## src/rtl/four_bit_accumulator_sequencer.sv

```systemverilog
// Accumulator sequencer: a 3-state command/response FSM around a combinational
// 4-bit adder/subtractor, with carry, zero, negative, overflow and op-count status.

module four_bit_adder_subtractor (
  input  logic [3:0] a,
  input  logic [3:0] b,
  input  logic       subtract,
  output logic [3:0] result,
  output logic       cout
);
  logic [3:0] b_eff;
  logic [4:0] sum;

  // Two's complement of b is formed mod 16 first, so subtracting zero never carries.
  always_comb begin
    b_eff = subtract ? (~b + 4'd1) : b;
    sum   = {1'b0, a} + {1'b0, b_eff};
  end

  assign result = sum[3:0];
  assign cout   = sum[4];
endmodule

module four_bit_accumulator_sequencer #(
  parameter bit OVF_STICKY = 1'b1
) (
  input  logic       Clk,
  input  logic       Reset,
  input  logic       Cmd_valid,
  output logic       Cmd_ready,
  input  logic [1:0] Cmd_op,
  input  logic [3:0] Cmd_data,
  output logic       Rsp_valid,
  input  logic       Rsp_ready,
  output logic [3:0] Acc,
  output logic       Carry,
  output logic       Zero,
  output logic       Neg,
  output logic       Ovf,
  output logic [3:0] Op_count
);
  localparam logic [1:0] IDLE = 2'd0;
  localparam logic [1:0] EXEC = 2'd1;
  localparam logic [1:0] RESP = 2'd2;

  localparam logic [1:0] OP_CLEAR = 2'b00;
  localparam logic [1:0] OP_LOAD  = 2'b01;
  localparam logic [1:0] OP_ADD   = 2'b10;
  localparam logic [1:0] OP_SUB   = 2'b11;

  logic [1:0] state;
  logic [1:0] op_p0;
  logic [3:0] operand_p0;
  logic [3:0] acc;
  logic       carry;
  logic       ovf;
  logic [3:0] op_count;
  logic [3:0] sum_result;
  logic       sum_cout;
  logic       new_ovf;

  // Signed overflow judged on the operand as given, so 0 - (-8) is flagged.
  function automatic logic signed_ovf(input logic [3:0] a, input logic [3:0] b,
                                      input logic [3:0] r, input logic sub);
    if (sub)
      return (a[3] != b[3]) && (r[3] != a[3]);
    else
      return (a[3] == b[3]) && (r[3] != a[3]);
  endfunction

  four_bit_adder_subtractor u_addsub (
    .a        (acc),
    .b        (operand_p0),
    .subtract (op_p0 == OP_SUB),
    .result   (sum_result),
    .cout     (sum_cout)
  );

  assign new_ovf = signed_ovf(acc, operand_p0, sum_result, op_p0 == OP_SUB);

  // Stage p0: command capture; data-only registers, no reset needed.
  always_ff @(posedge Clk) begin
    if (state == IDLE && Cmd_valid) begin
      op_p0      <= Cmd_op;
      operand_p0 <= Cmd_data;
    end
  end

  // Stage p1: execute and hold the response until it is taken.
  always_ff @(posedge Clk) begin
    if (Reset) begin
      state    <= IDLE;
      acc      <= 4'd0;
      carry    <= 1'b0;
      ovf      <= 1'b0;
      op_count <= 4'd0;
    end else begin
      case (state)
        IDLE: if (Cmd_valid) state <= EXEC;
        EXEC: begin
          case (op_p0)
            OP_CLEAR: begin
              acc   <= 4'd0;
              carry <= 1'b0;
              ovf   <= 1'b0;
            end
            OP_LOAD: begin
              acc   <= operand_p0;
              carry <= 1'b0;
              ovf   <= 1'b0;
            end
            default: begin
              acc   <= sum_result;
              carry <= sum_cout;
              ovf   <= OVF_STICKY ? (ovf | new_ovf) : new_ovf;
            end
          endcase
          op_count <= op_count + 4'd1;
          state    <= RESP;
        end
        RESP: if (Rsp_ready) state <= IDLE;
        default: state <= IDLE;
      endcase
    end
  end

  assign Cmd_ready = (state == IDLE);
  assign Rsp_valid = (state == RESP);
  assign Acc       = acc;
  assign Carry     = carry;
  assign Zero      = (acc == 4'd0);
  assign Neg       = acc[3];
  assign Ovf       = ovf;
  assign Op_count  = op_count;
endmodule

```

## config.mk

```make
export PLATFORM = sky130hd
export DESIGN_NAME = four_bit_accumulator_sequencer
export DESIGN_NICKNAME = d
export VERILOG_FILES = /design/src/rtl/four_bit_accumulator_sequencer.sv
export SDC_FILE = /design/constraint.sdc
export NUM_CORES = 1
export LEC_CHECK = 0
export ABC_AREA = 0
export CELL_PAD_IN_SITES_DETAIL_PLACEMENT = 0
export CELL_PAD_IN_SITES_GLOBAL_PLACEMENT = 1
export CORE_MARGIN = 2
export CORE_UTILIZATION = 35
export DETAILED_ROUTE_END_ITERATION = 16
export GPL_ROUTABILITY_DRIVEN = 0
export GPL_TIMING_DRIVEN = 0
export PLACE_DENSITY_LB_ADDON = 0.15
export SKIP_LAST_GASP = 1
export SLEW_MARGIN = 25
export SYNTH_ARGS = -nofsm -noshare
export SYNTH_HDL_FRONTEND = slang
export SYNTH_SLANG_ARGS = --single-unit
```

## constraint.sdc

```tcl
create_clock -name Clk -period 2.7 [get_ports Clk]
set_input_delay 0.405 -clock Clk [delete_from_list [all_inputs] [get_ports Clk]]
set_output_delay 0.405 -clock Clk [all_outputs]
set_load 0.005 [all_outputs]
```

* Yosys cells after proc, flatten, opt, wreduce, memory -nomap -nowiden
Index checks and enable logic that the tools add are counted.
** Cells by class
- Add/subtract/negate cells :: 3
- Equal/unequal tests :: 9
- Mux-type cells :: 8
- Bitwise logic cells :: 2
- Reduce and logical (&&, ||, !) cells :: 8
** Operators with widths (count)
- 4-bit by 1-bit adder with 4-bit output, second input constant :: 2
- 4-bit one-hot mux with 2 select lines :: 1
- 2-bit one-hot mux with 3 select lines :: 1
- 4-bit by 4-bit adder with 5-bit output :: 1
- 2-bit by 1-bit equality test with 1-bit output, second input constant :: 2
- 2-bit equality test, second input constant :: 2
- 2-bit zero test :: 2
- 4-bit zero test :: 1
- 2-bit 2-to-1 mux :: 2
- 4-bit 2-to-1 mux :: 1
- 4-bit NOT :: 1
- 1-bit logical AND :: 3
- 1-bit 2-to-1 mux :: 3
- 1-bit != test :: 2
- 2-bit by 1-bit != test with 1-bit output, second input constant :: 1
- 2-bit != test, second input constant :: 1
- 2-bit AND reduction :: 1
- 2-bit OR reduction :: 1
- 1-bit equality test :: 1
- 1-bit bitwise OR :: 1
** Word-level totals
- Bits in registers :: 18
- Bits of input ports :: 10
- Output and inout bits :: 14

* Depth between registers and ports, before layout
- Word-level depth :: 9
- Mapped depth :: 9

* Hierarchy
Synthesis repeated with hierarchy kept, for this count alone.
** Unflattened totals
- Cells, all modules :: 97
- Area total of the unflattened synthesis :: 957.2 um^2
** Modules (own cells, without submodules)
- four_bit_accumulator_sequencer :: instances 1, cells each 70, area each 745.7 um^2, sequential area each 420.4 um^2
- four_bit_adder_subtractor :: instances 1, cells each 27, area each 211.5 um^2, sequential area each 0.0 um^2

* Worst setup path after synthesis
OpenSTA, ideal clock, no wires.
- Path type :: flip-flop to flip-flop
- From :: register operand_p0[0]
- To :: register ovf (netlist: Ovf)
- Library setup time :: 0.062 ns
- Arrival :: 2.112 ns
- Required time :: 2.638 ns
- Setup slack :: 0.526 ns
- Stages on the path, launching flop included :: 9
- Buffers on the path :: 0
- Path through :: edfxtp_1 > inv_1 > ha_1 > mux2_2 > ha_1 > and3_1 > or3_4 > a211o_1 > nand3_1
** Between the ends
- Longest elaborated chain between the ends :: 9
- Elaborated cells on any way between the ends :: 10
- Those cells by class :: 2 x add/sub; 1 x eq/ne; 3 x mux; 2 x bitwise; 2 x reduce/logical
** RTL lines
- from (decl) :: RTL line 53 : logic [3:0] operand_p0;
- from (signal assigned) :: RTL line 85 : operand_p0 <= Cmd_data;
- 4-bit NOT :: RTL line 16 : b_eff = subtract ? (~b + 4'd1) : b;
- 4-bit by 1-bit adder with 4-bit output :: RTL line 16
- 4-bit 2-to-1 mux (*) :: RTL line 16
- 4-bit by 4-bit adder with 5-bit output (*) :: RTL line 17 : sum = {1'b0, a} + {1'b0, b_eff};
- 1-bit != test (*) :: RTL line 66, 68
- 1-bit logical AND (on tied branches) :: RTL line 68, 66
- 1-bit 2-to-1 mux (*) :: RTL line 65 : if (sub)
- 1-bit bitwise OR (*) :: RTL line 115 : ovf <= OVF_STICKY ? (ovf | new_ovf) : new_ovf;
- 1-bit 2-to-1 mux (*) :: RTL line 101 : case (op_p0)
- to (signal assigned) :: RTL line 115
- to (decl) :: RTL line 56 : logic ovf;
Every way passes the cells marked *; elsewhere a longest branch is shown, timed or not.
A chain may end at the register's enable or synchronous reset.

* Worst setup path after layout
Same ends and word-level chain as after synthesis.

==> run_summary.xml <==
<?xml version="1.0" encoding="UTF-8"?>
<metrics>
  <group name="outcome">
    <metric name="status" unit="">completed</metric>
  </group>
  <group name="sta">
    <metric name="min_period_over_period" unit="%">85.3</metric>
    <metric name="min_period" unit="ns">2.30</metric>
    <metric name="worstMarginPinSlew" unit="ns">0.473</metric>
    <metric name="final_setup_violations" unit="">0</metric>
    <metric name="skew" unit="ns">0.00226</metric>
    <metric name="report.final.slew_viol_count" unit="">0</metric>
    <metric name="timing.max_slew.rel_slack" unit="%">68.5</metric>
    <metric name="setup_tns" unit="ns">0</metric>
    <metric name="maximum_frequency_from_static_timing_analysis" unit="MHz">434</metric>
    <metric name="rsz0062_at_grt" unit="">no</metric>
    <metric name="finalHoldViolCount" unit="">0</metric>
  </group>
  <group name="routing">
    <metric name="routed-via-count" unit="">740</metric>
    <metric name="detail_route.wl_per_cell" unit="um">11.3</metric>
    <metric name="route.detailed.drc" unit="">0</metric>
    <metric name="ant_nets" unit="">0</metric>
    <metric name="via_per_inst" unit="">4.87</metric>
    <metric name="drt_iter0_markers" unit="">12</metric>
    <metric name="detailed_route_wire_length" unit="um">1720</metric>
    <metric name="total_iterations_of_the_first_detailed_routing_run" unit="">4</metric>
  </group>
  <group name="setup_path">
    <metric name="crit_path_end_kind" unit="">flop</metric>
    <metric name="cp_slowest_stage_delay" unit="ns">0.45</metric>
    <metric name="rr_worst_depth" unit="">8</metric>
    <metric name="crit_required" unit="ns">2.95</metric>
    <metric name="worst_path_most_repeated_cell" unit="">sky130_fd_sc_hd__ha_1</metric>
    <metric name="reg2reg_to" unit="">Ovf</metric>
    <metric name="critical_path_class" unit="">reg -&gt; reg</metric>
    <metric name="worst_r2r_startpoint" unit="">operand_p0[0]</metric>
    <metric name="critical_path.cell_chain" unit="">inv_1 -&gt; ha_1 -&gt; mux2_2 -&gt; ha_1 -&gt; and3_1 -&gt; or3_4 -&gt; a211o_1 -&gt; nand3_1</metric>
    <metric name="r2r_slack" unit="ns">0.40</metric>
    <metric name="cp_max_fo" unit="">4</metric>
    <metric name="worst-endpoint-arrival" unit="ns">2.55</metric>
    <metric name="critical-path-slowest-cell" unit="">sky130_fd_sc_hd__edfxtp_1</metric>
    <metric name="crit_path_start_kind" unit="">flop</metric>
  </group>
  <group name="final_layout">
    <metric name="final_antenna_diode_count" unit="">0</metric>
    <metric name="layout.cells.most_common_list" unit="">sky130_fd_sc_hd__clkdlybuf4s50_1 (23), sky130_fd_sc_hd__dfxtp_1 (12), sky130_fd_sc_hd__nor2_1 (11)</metric>
    <metric name="drive_gt1_share" unit="%">6.56</metric>
    <metric name="final_net_count" unit="">140</metric>
    <metric name="final_cell_count_no_fill" unit="">152</metric>
    <metric name="final_common_cell" unit="">sky130_fd_sc_hd__clkdlybuf4s50_1</metric>
    <metric name="utilization" unit="%">49.4</metric>
    <metric name="area.growth.synth_to_final" unit="%">33.0</metric>
  </group>
  <group name="yosys">
    <metric name="netlist_area" unit="sq um">921</metric>
    <metric name="synth_enable_flop_cells" unit="">6</metric>
    <metric name="yosysWarnings" unit="">0</metric>
    <metric name="net_count_of_the_mapped_netlist" unit="">112</metric>
    <metric name="share_of_flip_flops_with_an_asynchronous_set_or_reset_after_synthesis" unit="%">0</metric>
    <metric name="synth_seq_area_share" unit="%">45.7</metric>
    <metric name="yosys_most_used_dff" unit="">sky130_fd_sc_hd__dfxtp_1</metric>
    <metric name="synthesized_area_divided_by_synthesized_cell_count" unit="sq um">9.69</metric>
    <metric name="ys_seq_elements" unit="">18</metric>
    <metric name="synth_cells" unit="">95</metric>
    <metric name="ys_types" unit="">32</metric>
  </group>
  <group name="floorplan">
    <metric name="io_pins" unit="">24</metric>
    <metric name="die_area" unit="sq um">3060</metric>
    <metric name="std_cell_rows" unit="">18</metric>
    <metric name="fp.coreArea" unit="sq um">2480</metric>
    <metric name="fp.dieW" unit="um">55.3</metric>
    <metric name="floorplan.die.height" unit="um">55.3</metric>
    <metric name="initial_core_utilization" unit="%">37.2</metric>
  </group>
  <group name="worst_hold_path">
    <metric name="tightest_hold_check_type" unit="">reg -&gt; reg</metric>
    <metric name="hold_start" unit="">Carry</metric>
    <metric name="worst_hold_path.endpoint" unit="">Carry</metric>
    <metric name="min_path_cells" unit="">2</metric>
  </group>
  <group name="clocking">
    <metric name="cts_buffers" unit="">3</metric>
    <metric name="clock_tree.root_cell" unit="">sky130_fd_sc_hd__clkbuf_4</metric>
    <metric name="clk_transition_reported_paths" unit="ns">0.11</metric>
    <metric name="cts_repair_resize_count" unit="">0</metric>
    <metric name="cts_tree" unit="">done</metric>
    <metric name="cts.sinks" unit="">18</metric>
    <metric name="max-clock-path-buffers" unit="">2</metric>
    <metric name="insertion_delay" unit="ns">0.30</metric>
    <metric name="postcts_setup_bufs" unit="">0</metric>
    <metric name="hold_buffers" unit="">0</metric>
    <metric name="clock_tree.htree_level_count" unit="">1</metric>
  </group>
  <group name="global_routing">
    <metric name="global_route_congestion_overflow_total" unit="">0</metric>
    <metric name="grt_pass1_wl" unit="um">3190</metric>
    <metric name="initial_antenna_violation_count" unit="">0</metric>
    <metric name="met3_resource_use_gr" unit="%">2.11</metric>
    <metric name="vias_in_the_first_global_route" unit="">737</metric>
    <metric name="grt_max_degree" unit="">11</metric>
    <metric name="groute.layer.met2.usage" unit="%">20.9</metric>
    <metric name="grt_usage" unit="%">13.2</metric>
    <metric name="top_usage_layer" unit="">met2</metric>
    <metric name="globalRouteMet1Util" unit="%">17.7</metric>
  </group>
  <group name="placed_design">
    <metric name="detailedPlacementHpwl" unit="um">1370</metric>
    <metric name="count_of_input_and_output_buffers" unit="">23</metric>
    <metric name="place.detailed.instances" unit="">148</metric>
  </group>
  <group name="power">
    <metric name="p_leak" unit="nW">0.480</metric>
    <metric name="power-per-cell-area" unit="nW/um^2">497</metric>
    <metric name="ir_worst_vdd" unit="V">0.000336</metric>
    <metric name="finalPower" unit="uW">609</metric>
  </group>
  <group name="flow_run">
    <metric name="drv.max_cap_violation_count" unit="">0</metric>
  </group>
</metrics>
-- metal layers --
| metal | part of all wire, % | vias to the layer above |
|---|---|---|
| li1 | - | 390 |
| met1 | 46 | 327 |
| met2 | 47 | 18 |
| met3 | 4.4 | 5 |
| met4 | 2.3 | 0 |
| met5 | 0 | - |
-- kinds of logic after synthesis --
group / Yosys count / share of synthesized area (%)
XOR/XNOR: 7 / 6.66
buffers and inverters: 6 / 2.99
flip-flops: 18 / 45.7
AO/OA/AOI/OAI: 15 / 10.3
multiplexers: 1 / 1.22
AND/OR/NAND/NOR: 41 / 22.8
adder cells (fa/ha/maj): 7 / 10.3
-- critical path, delay by kind of cell, from the launching register on --
kind / cells / cell delay (ns)
fa+ha+maj: 2 / 0.49
buf+inv: 1 / 0.09
compound gates: 1 / 0.29
simple gates: 3 / 0.64
mux: 1 / 0.30
flops: 1 / 0.45
-- per-stage QoR --
stage / setup WS, ns / hold slack [ns] / cell area (sq um)
after floorplan: 0.526 / 0.453 / 921
after global placement: 0.436 / 0.442 / 1190
after detailed placement: 0.410 / 0.452 / 1190
after CTS: 0.381 / 0.468 / 1220
after global routing: 0.259 / 0.499 / 1220
final: 0.398 / 0.462 / 1220
-- sequential cells by signal, indices dropped and copies added (netlist names) --
register and count:
Ovf 1, op_p0 2, Acc 4, Carry 1, Op_count 4, state 2
operand_p0 4
-- final cells by class --
type	instances	area, sq um
clock buffer	4	36.3
tap	30	37.5
inverter	2	7.51
multi-input combinational	71	473
sequential	18	420
buffer	4	20.0
fill	249	1250
timing repair buffer	23	230
-- cells in the mapped netlist, drive strengths merged (2+ instances only) --
library cell  count  area share [%]
dfxtp            12              26
nor2             11             4.5
nand2            10             4.1
edfxtp            6              20
ha                6             8.2
xor2              6             5.7
nor2b             5             3.4
a21oi             4             2.2
o21ai             4             2.2
o211ai            3             2.4
buf               2             1.4
clkbuf            2            0.82
inv               2            0.82
nand2b            2             1.4
nand3             2             1.1
nand4             2             1.4
nor3              2             1.1
-- power breakdown --
part / internal, mW / switching [mW]
logic: 0.0716 / 0.0535
clock network: 0.0822 / 0.0886
registers: 0.297 / 0.0163
total: 0.450 / 0.158
-- worst max-delay path by stage --
stage	from	endpoint	slack [ns]	depth (start not counted)
finish	operand_p0[0]	Ovf	0.40	8
global route	op_p0[0]	Acc[3]	0.26	7
CTS	operand_p0[0]	Ovf	0.38	8
detailed placement	operand_p0[0]	Ovf	0.41	8
global placement	operand_p0[0]	Ovf	0.44	8
floorplan	operand_p0[0]	Ovf	0.53	8
Note: power is estimated with default switching activity, not from simulation.
